## config.mk

```make
export PLATFORM = sky130hd
export DESIGN_NAME = imem_boot_loader
export DESIGN_NICKNAME = d
export VERILOG_FILES = /design/src/rtl/imem_boot_loader.sv
export SDC_FILE = /design/constraint.sdc
export NUM_CORES = 1
export LEC_CHECK = 0
export ABC_AREA = 1
export CORE_MARGIN = 2
export CORE_UTILIZATION = 42
export CTS_BUF_LIST = sky130_fd_sc_hd__clkbuf_4
export DETAILED_ROUTE_END_ITERATION = 10
export PLACE_DENSITY = 0.67
export SLEW_MARGIN = 20
export SYNTH_ARGS = -nofsm -noshare
export SYNTH_HDL_FRONTEND = slang
export SYNTH_SLANG_ARGS = --single-unit
```

## constraint.sdc

```tcl
create_clock -name clk_i -period 2.2 [get_ports clk_i]
set_input_delay 0.66 -clock clk_i [delete_from_list [all_inputs] [get_ports clk_i]]
set_output_delay 0.66 -clock clk_i [all_outputs]
set_load 0.1 [all_outputs]
```

## src/rtl/imem_boot_loader.sv

```systemverilog
// Serial boot loader: assembles UART bytes into little-endian words, writes them to
// instruction memory, and releases the core reset only after the image checksum matches.
module imem_boot_loader #(
    parameter int unsigned ADDR_W      = 10,
    parameter int unsigned MAX_WORDS   = 1024,
    parameter int unsigned TIMEOUT_CYC = 1000000
) (
    input  logic            clk_i,
    input  logic            rst_ni,
    input  logic            boot_en_i,
    input  logic            rx_valid_i,
    input  logic [7:0]      rx_data_i,
    output logic            mem_we_o,
    output logic [31:0]     mem_addr_o,
    output logic [31:0]     mem_wdata_o,
    output logic            core_rst_o,
    output logic            done_o,
    output logic            err_o,
    output logic [ADDR_W:0] words_loaded_o
);

    localparam int unsigned CNT_W = ADDR_W + 1;
    localparam int unsigned TMO_W = $clog2(TIMEOUT_CYC + 1);

    typedef enum logic [2:0] {
        S_IDLE   = 3'd0,
        S_LEN_HI = 3'd1,
        S_DATA   = 3'd2,
        S_CSUM   = 3'd3,
        S_DONE   = 3'd4,
        S_ERR    = 3'd5
    } state_e;

    state_e            state_q, state_d;
    logic [7:0]        len_lo_q, len_lo_d;
    logic [CNT_W-1:0]  n_q, n_d;
    logic [1:0]        byte_cnt_q, byte_cnt_d;
    logic [31:0]       asm_q, asm_d;
    logic [7:0]        csum_q, csum_d;
    logic [CNT_W-1:0]  word_idx_q, word_idx_d;
    logic [TMO_W-1:0]  tmo_q, tmo_d;
    logic              we_q, we_d;
    logic [31:0]       addr_q, addr_d;
    logic [31:0]       wdata_q, wdata_d;
    logic              core_rst_q, core_rst_d;
    logic              done_q, done_d;
    logic              err_q, err_d;

    logic [15:0]       len_w;
    logic [31:0]       asm_next;

    // Next-state logic: byte parsing, word assembly, checksum, timeout and output decode
    always_comb begin
        state_d    = state_q;
        len_lo_d   = len_lo_q;
        n_d        = n_q;
        byte_cnt_d = byte_cnt_q;
        asm_d      = asm_q;
        csum_d     = csum_q;
        word_idx_d = word_idx_q;
        tmo_d      = '0;
        we_d       = 1'b0;
        addr_d     = addr_q;
        wdata_d    = wdata_q;
        len_w      = {rx_data_i, len_lo_q};
        asm_next   = {rx_data_i, asm_q[31:8]};

        case (state_q)
            S_IDLE: begin
                if (!boot_en_i) begin
                    state_d = S_DONE;
                end else if (rx_valid_i) begin
                    len_lo_d = rx_data_i;
                    state_d  = S_LEN_HI;
                end
            end
            S_LEN_HI: begin
                if (rx_valid_i) begin
                    if (len_w == 16'd0 || 17'(len_w) > 17'(MAX_WORDS)) begin
                        state_d = S_ERR;
                    end else begin
                        n_d     = CNT_W'(len_w);
                        state_d = S_DATA;
                    end
                end
            end
            S_DATA: begin
                if (rx_valid_i) begin
                    asm_d      = asm_next;
                    csum_d     = csum_q ^ rx_data_i;
                    byte_cnt_d = byte_cnt_q + 2'd1;
                    if (byte_cnt_q == 2'd3) begin
                        we_d       = 1'b1;
                        addr_d     = 32'(word_idx_q) << 2;
                        wdata_d    = asm_next;
                        word_idx_d = word_idx_q + CNT_W'(1);
                        if (word_idx_d == n_q) begin
                            state_d = S_CSUM;
                        end
                    end
                end
            end
            S_CSUM: begin
                if (rx_valid_i) begin
                    state_d = (rx_data_i == csum_q) ? S_DONE : S_ERR;
                end
            end
            default: ;
        endcase

        // Inter-byte idle watchdog, only while a transfer is in flight
        if (state_q inside {S_LEN_HI, S_DATA, S_CSUM} && !rx_valid_i) begin
            tmo_d = tmo_q + TMO_W'(1);
            if (tmo_d == TMO_W'(TIMEOUT_CYC)) begin
                state_d = S_ERR;
            end
        end

        core_rst_d = (state_d != S_DONE);
        done_d     = (state_d == S_DONE);
        err_d      = (state_d == S_ERR);
    end

    // State and output registers
    always_ff @(posedge clk_i or negedge rst_ni) begin
        if (!rst_ni) begin
            state_q    <= S_IDLE;
            len_lo_q   <= '0;
            n_q        <= '0;
            byte_cnt_q <= '0;
            asm_q      <= '0;
            csum_q     <= '0;
            word_idx_q <= '0;
            tmo_q      <= '0;
            we_q       <= 1'b0;
            addr_q     <= '0;
            wdata_q    <= '0;
            core_rst_q <= 1'b1;
            done_q     <= 1'b0;
            err_q      <= 1'b0;
        end else begin
            state_q    <= state_d;
            len_lo_q   <= len_lo_d;
            n_q        <= n_d;
            byte_cnt_q <= byte_cnt_d;
            asm_q      <= asm_d;
            csum_q     <= csum_d;
            word_idx_q <= word_idx_d;
            tmo_q      <= tmo_d;
            we_q       <= we_d;
            addr_q     <= addr_d;
            wdata_q    <= wdata_d;
            core_rst_q <= core_rst_d;
            done_q     <= done_d;
            err_q      <= err_d;
        end
    end

    assign mem_we_o       = we_q;
    assign mem_addr_o     = addr_q;
    assign mem_wdata_o    = wdata_q;
    assign core_rst_o     = core_rst_q;
    assign done_o         = done_q;
    assign err_o          = err_q;
    assign words_loaded_o = word_idx_q;

endmodule

```

# Word-level counts from Yosys, hierarchy flattened
# Index checks and enable logic that the tools add are counted.
# op_classes
add_sub_neg,3
magnitude_cmp,1
n_eq_ne,10
n_mux,16
bitwise_logic,2
reduce_logical,10
# op_table
cell,count
3-bit two-way mux,10
20-bit by 1-bit adder with 20-bit output (second input constant),1
20-bit equality test (second input constant),1
20-bit two-way mux,1
16-bit by 11-bit > comparator with 1-bit output (second input constant),1
16-bit zero test,1
3-bit one-hot mux with 4 select lines,1
11-bit by 1-bit adder with 11-bit output (second input constant),1
11-bit equality test,1
3-bit AND reduction,3
8-bit equality test,1
8-bit XOR,1
3-bit by 2-bit equality test with 1-bit output (second input constant),2
3-bit equality test (second input constant),2
1-bit two-way mux,4
3-bit by 1-bit equality test with 1-bit output (second input constant),1
3-bit zero test,1
3-bit != test (second input constant),1
3-bit nonzero test,1
2-bit by 1-bit adder with 2-bit output (second input constant),1
2-bit equality test (second input constant),1
2-bit AND reduction,1
1-bit logical AND,1
1-bit zero test,1
2 further kinds,2
# word_totals
reg_bits,142
in_bits,12

# Depth between registers and ports, before layout
# Gate-level depths: netlist of the first run.
# logic_depth
word_depth,9
ltp_mapped,15

# Worst setup path before layout of the first run
# Ideal clock, no wire load.
# synth_path
path_kind,flip-flop to flip-flop
start,"reg word_idx_q[0], in the netlist words_loaded_o[0]"
end,"reg done_q, in the netlist done_o"
setup_time_ps,116
arrival_ps,2415
slack_ps,-330
stages_incl_launch_ff,15
synth_period_minus_slack_ps,2530
cell_sequence,dfrtp_1 -> ha_1 -> nand2_1 -> nor2_1 -> nand2_1 -> nor2_1 -> nand2_1 -> nand2_1 -> nand2_1 -> nand2_1 -> nand3_1 -> nor2_1 -> nor2_1 -> nand2_1 -> nor2_1
# synth_between
elab_chain_len,9
# synth_lines
element,line_no,rtl
from (decl),40,"logic [CNT_W-1:0] word_idx_q, word_idx_d;"
from (signal assigned),148,word_idx_q <= word_idx_d;
11-bit by 1-bit adder with 11-bit output (*),96,word_idx_d = word_idx_q + CNT_W'(1);
11-bit equality test (*),97,if (word_idx_d == n_q) begin
3-bit two-way mux (*),97,
3-bit two-way mux (*),92,if (byte_cnt_q == 2'd3) begin
3-bit two-way mux (*),88,if (rx_valid_i) begin
3-bit one-hot mux with 4 select lines (*),68,case (state_q)
3-bit two-way mux,114,if (tmo_d == TMO_W'(TIMEOUT_CYC)) begin
3-bit two-way mux (*),112,"if (state_q inside {S_LEN_HI, S_DATA, S_CSUM} && !rx_valid_i) begin"
named net state_d[0],34,"state_e state_q, state_d;"
3-bit equality test (*),120,done_d = (state_d == S_DONE);
named net done_d,46,"logic done_q, done_d;"
to (signal assigned),154,done_q <= done_d;
to (decl),46,
# The timed path passes the listed nets; every way through them passes the cells marked *.
# A chain may end at the register's enable or synchronous reset.

# Final worst setup path of the first run
# layout_path
start,"reg word_idx_q[0], in the netlist words_loaded_o[0]"
end,out words_loaded_o[0]
# layout_rtl
element,line_no,rtl
to (decl),19,output logic [ADDR_W:0] words_loaded_o
# No word-level cell between the ends.

==> flow_summary.toml, run 1 <==
[critical_path]
slowest_stage = "dfrtp_2"
critPathTopFamily = "flip-flops"
cp_data_required_time_ns = 1.54
cp.depth = 2
critPathMaxStageDelay_ns = 0.42
path_max_fanout = 5
start_kind = "flop"
regToRegStartpoint = "tmo_q[0]"
arrival_ns = 1.30
critical_path_class = "reg -> out"
cp-end-kind = "output port"
reg2reg_depth = 14
path_cells = "buf_4 -> buf_12"
path_buf_inv = 2
crit_start = "words_loaded_o[0]"

[synthesis]
ys.flop_type = "dfrtp_1"
avgSynthCellArea_um2 = 8.068
synth_cell_type_count = 30
synthCells = 787
syn_area_um2 = 6350
yosys.area.top_type = "dfrtp_1"
synthTopCellsByCount = "264 x nand2_1, 133 x dfrtp_1, 79 x o21ai_0, 72 x inv_1, 72 x nor2_1"
yosysWarnings = 0
synth-edff-count = 0
seq_area_frac_synth_pct = 52.83
netlist_top_cells_area = "dfrtp_1 52%, nand2_1 16%, o21ai_0 6.2%"
yosysTopAreaCellShare_pct = 52.41
async_reset_ff_share_pct = 100.0
yosysMostFrequentCell = "nand2_1"
synth_seq_cells = 134

[cells_and_area]
drive_gt1_share_pct = 17.93
utilization_pct = 53.11
fin_nets = 900
fin_area_um2 = 7777
syn2layout_area_growth_pct = 22.48

[route]
ant_nets = 0
drt_wl_total_um = 13680
wl_per_cell_um = 12.62
drt_iter0_drc = 349
vias_per_cell = 4.695
drc_errors = 0
drt_pass1_iterations = 4
routed-via-count = 5089

[place]
portBuffers = 69
dp_hpwl_um = 10160
place_area_um2 = 7451
gp_congestion = 0.8695

[min_path]
hp-class = "reg -> reg"
hold_path.startpoint = "byte_cnt_q[1]"
hold_path_depth = 2

[grt]
grt_first_pass_wirelength_um = 23230
antenna_found_initial = 1
grt_max_degree = 44
grt_pass1_vias = 4875
grt_overflow = 0
grt_usage_pct = 18.19

[floorplanning]
io_pins = 91
chipWidth_um = 127.0
core_area_um2 = 14640
die-height_um = 127.0
dieArea_um2 = 16120
fp-row-count = 44
start_util_pct = 43.36

[sta]
period_share_pct = 88.94
drv_slew = 0
hold_viol = 0
fmax_mhz = 511.1
clock_skew_ns = 0.01974
rsz0062_at_grt = "false"
setup_tns_ns = 0
whs_ns = 0.4880
fin_crit_ns = 1.957
setup_viol = 0

[cts]
ctsLongestPathBuffers = 2
clk_transition_reported_paths_ns = 0.12
cts_buffers = 17
cts-root-buf = "clkbuf_4"
cts.sinks = 134
clk_latency_ns = 0.55
cts_tree = "built"
htree_levels = 4

[power_and_ir_drop]
power_mw = 4.893
peakVddDrop_mv = 0.2597
power_density_nw_per_um2 = 629.1
p_leak_nw = 3.920

[run_status]
status = "completed"

[run]
drv_cap = 0
## power by group
part | internal (mW) | switching (mW) | total [mW] | leakage, nW
Sequential | 2.59 | 0.0670 | 2.65 | 1.74
Clock | 0.698 | 0.957 | 1.65 | 0.151
Combinational | 0.143 | 0.443 | 0.586 | 2.03
Total | 3.43 | 1.47 | 4.89 | 3.92
## worst paths after layout
check	slack, ns	endpoint
hold / removal	0.49	byte_cnt_q[1]
setup reg to reg	0.25	err_o
setup / recovery	0.24	words_loaded_o[0]
max in group asynchronous	0.96	core_rst_o
min in group asynchronous	0.59	mem_wdata_o[4]
hold reg to reg	0.49	byte_cnt_q[1]
## layout make-up
type / count / area [um2]
clock inverters: 14 / 152.6
well taps: 184 / 230.2
diodes: 2 / 5.005
clock buffers: 18 / 135.1
inverters: 72 / 270.3
multi-input cells: 558 / 2577
flip-flops and latches: 134 / 3359
repair buffers: 102 / 1047
fillers: 1368 / 6867
## sequential cells by signal (all words and copies together), names as in the netlist
name	flops
words_loaded_o	11
core_rst_o	1
byte_cnt_q	2
err_o	1
mem_addr_o	11
csum_q	8
len_lo_q	8
state_q	3
asm_q	24
tmo_q	20
mem_we_o	1
n_q	11
mem_wdata_o	32
done_o	1
## timing repair
| action | CTS | global route |
|---|---|---|
| buffers inserted | 0 | 1 |
| hold buffers | 1 | 0 |
| hold endpoints to repair | 33 | 0 |
| gates resized for setup | 0 | 5 |
| endpoints found under the setup margin | 0 | 3 |
## cells by family after synthesis
family | Yosys count | share of synthesized area, %
simple gates | 415 | 27.41
xor+xnor | 15 | 2.286
compound gates | 100 | 8.059
fa+ha+maj | 3 | 0.5912
buf+inv | 115 | 8.059
mux | 4 | 0.7093
flops | 134 | 52.83
other cells | 1 | 0.05906
## metrics by stage
stage          instances  setup WS, ns
5_1_grt             1084      0.005523
2_1_floorplan        807       0.02584
6_report            1084        0.2433
4_1_cts             1081        0.1390
3_3_place_gp        1048       -0.1322
3_5_place_dp        1048       -0.1982
## cells in the final DEF (no fill, tap or decap), types with 12 or more instances in the layout
| cell | netlist | layout |
|---|---|---|
| nor2_1 | 72 | 69 |
| buf_12 | 0 | 20 |
| nand2_1 | 264 | 263 |
| nand3_1 | 39 | 39 |
| clkbuf_4 | 0 | 18 |
| dfrtp_1 | 133 | 129 |
| conb_1 | 1 | 21 |
| inv_1 | 72 | 71 |
| nor2_2 | 10 | 12 |
| buf_4 | 21 | 70 |
| o21ai_0 | 79 | 79 |
## tightest hold or removal path: stages (launching register included)
cell	delay, ns
dfrtp_1	0.36
nand2_1	0.05
nand2_1	0.05
## layer usage
layer | vias to the layer above | wire length [um] | share of wire (%) | track usage (%)
li1 | 2647 | - | - | -
met1 | 2305 | 6452 | 47 | 24.10
met2 | 109 | 6282 | 46 | 28.84
met3 | 28 | 665 | 4.9 | 4.597
met4 | 0 | 277 | 2.0 | 7.111
met5 | - | 0 | 0 | 0
Note: power is estimated with default switching activity, not from simulation.
==> run 2, diff against run 1 <==
--- a/config.mk
+++ b/config.mk
@@ -11,7 +11,7 @@
 export CTS_BUF_LIST = sky130_fd_sc_hd__clkbuf_4
 export DETAILED_ROUTE_END_ITERATION = 10
 export PLACE_DENSITY = 0.67
-export SLEW_MARGIN = 20
+export SLEW_MARGIN = 5
 export SYNTH_ARGS = -nofsm -noshare
 export SYNTH_HDL_FRONTEND = slang
 export SYNTH_SLANG_ARGS = --single-unit
==> results of run 2 <==
Final layout, timing and power as in run 1 (identical DEF).
==> run 3, diff against run 2 <==
--- a/config.mk
+++ b/config.mk
@@ -6,7 +6,6 @@
 export NUM_CORES = 1
 export LEC_CHECK = 0
 export ABC_AREA = 1
-export CORE_MARGIN = 2
 export CORE_UTILIZATION = 42
 export CTS_BUF_LIST = sky130_fd_sc_hd__clkbuf_4
 export DETAILED_ROUTE_END_ITERATION = 10
==> flow_summary.toml, run 3 (synthesis results as in run 1) <==
[floorplanning]
io_pins = 91
fp-row-count = 44
dieArea_um2 = 15610
core_area_um2 = 14640
chipWidth_um = 125.0
start_util_pct = 43.36
die-height_um = 125.0

[cells_and_area]
diodes = 0
fin_nets = 899
final_common_cell = "nand2_1"
fin_area_um2 = 7811
fillers = 1381
syn2layout_area_growth_pct = 23.01
final_cell_mix = "264 x nand2_1, 128 x dfrtp_1, 79 x o21ai_0"
largest_register_ffs = 32
drive_gt1_share_pct = 17.52

[route]
wl_per_cell_um = 12.74
drt_pass1_iterations = 8
drc_errors = 18
drt_iter0_drc = 314
ant_nets = 0
drt_wl_total_um = 13760
routed-via-count = 5118
vias_per_cell = 4.739

[run_status]
status = "finished, violations left"
violations = "design-rule violations"

[critical_path]
r2r_setup_slack_ns = 0.24
start_kind = "flop"
cp_common_cell = "nand2_1"
reg2reg_depth = 15
regToRegStartpoint = "tmo_q[0]"
critPathTopFamily = "simple AND/OR/NAND/NOR gates"
critical_path_class = "reg -> reg"
cp_data_required_time_ns = 2.65
arrival_ns = 2.40
path_buf_inv = 1
slowest_stage = "dfrtp_2"
path_max_fanout = 6
r2r_end = "done_o"
cp-end-kind = "flop"
critPathMaxStageDelay_ns = 0.43
path_cells = "ha_4 -> nand2_2 -> nor2_4 -> inv_1 -> nand2_1 -> nand2_1 -> nor2_1 -> nand2_1 -> nor2_1 -> nand2_1 -> nor2_2 -> nand2_2 -> nand2_1 -> nand2_1 -> nor2_1"

[cts]
cts.sinks = 134
clk_transition_reported_paths_ns = 0.11
clk_latency_ns = 0.52
cts_buffers = 17
htree_levels = 4
ctsLongestPathBuffers = 2
cts_tree = "built"
cts-root-buf = "clkbuf_4"

[sta]
period_share_pct = 88.94
fin_crit_ns = 1.957
setup_viol = 0
fmax_mhz = 511.1
clock_skew_ns = 0.01021
drv_slew = 0
fin_ws_ns = 0.2433
setup_tns_ns = 0
hold_viol = 0

[power_and_ir_drop]
seqPwrFrac_pct = 52.5
peakVddDrop_mv = 0.3278
p_sw_mw = 1.409
power.internal_mw = 3.638
p_leak_nw = 3.929
power_density_nw_per_um2 = 646.0
pwr-share-clk_pct = 35.7
power.share.switching_pct = 27.92
combPwrFrac_pct = 11.7

[grt]
grt_first_pass_wirelength_um = 23600
grt_pass1_vias = 4831
grt_max_degree = 43
grt_usage_pct = 19.01
antenna_found_initial = 0
grt_overflow = 0

[place]
dp_slack_ns = -0.2873
place_area_um2 = 7456
dp_hpwl_um = 10240
portBuffers = 69
gp_congestion = 0.8605

[run]
drv_cap = 0

[min_path]
hp-class = "reg -> reg"
min_to = "byte_cnt_q[0]"
hold_path.startpoint = "byte_cnt_q[0]"
hold_path_depth = 1
run 3: changes by cell type in the layout (fill, tap and decap cells not counted), moves of 2 or more:
cell	delta
nor2_1	+2
clkinv_4	-2
buf_4	-2
bufinv_16	+2
diode_2	-2
nor2_2	-2
run 3: cell type report:
cell class	instances	area [um2]	area share [%]
clock buffers	18	135.1	1.730
clock inverters	13	180.2	2.307
inverters	72	270.3	3.460
multi-input cells	558	2582	33.06
flip-flops and latches	134	3361	43.02
well taps	184	230.2	2.947
repair buffers	101	1052	13.47
run 3: what timing repair did:
action | CTS | global route
gates resized for setup | 0 | 5
buffers inserted | 0 | 1
hold buffers | 1 | 0
setup endpoints to repair | 0 | 2
endpoints found under the hold margin | 28 | 0
run 3: per-layer routing:
metal	track usage [%]	share of wire, %
met1	25.18	47
met2	30.90	47
met3	4.579	4.1
met4	6.026	1.7
met5	0	0
run 3: per-stage QoR:
| step | instances | total power, mW | util (%) | hold slack, ns |
|---|---|---|---|---|
| 3_3_place_gp | 1047 | 3.284 | 50.91 | 0.4574 |
| 6_report | 1080 | 5.046 | 53.34 | 0.4797 |
| 5_1_grt | 1080 | 5.286 | 53.34 | 0.5100 |
| 2_1_floorplan | 807 | 3.121 | - | 0.3644 |
| 3_5_place_dp | 1047 | 3.294 | 50.91 | 0.4601 |
| 4_1_cts | 1079 | 5.101 | 53.14 | 0.4822 |
run 3: how the worst max path moves through the flow:
stage | from | endpoint | slack (ns) | cells past startpoint
after floorplan | words_loaded_o[0] | done_o | 0.03 | 14
after global routing | tmo_q[0] | done_o | -0.007 | 15
final | tmo_q[0] | done_o | 0.24 | 15
after detailed placement | rx_valid_i | done_o | -0.29 | 10
after CTS | tmo_q[0] | done_o | 0.14 | 15
after global placement | rx_valid_i | done_o | -0.23 | 12
run 3: power groups by stage:
stage	registers, mW	clock network, mW	logic [mW]
5_1_grt	2.67	1.97	0.648
6_report	2.65	1.80	0.591
4_1_cts	2.65	1.85	0.598
2_1_floorplan	2.78	0	0.346
3_3_place_gp	2.70	0	0.586
3_5_place_dp	2.70	0	0.593
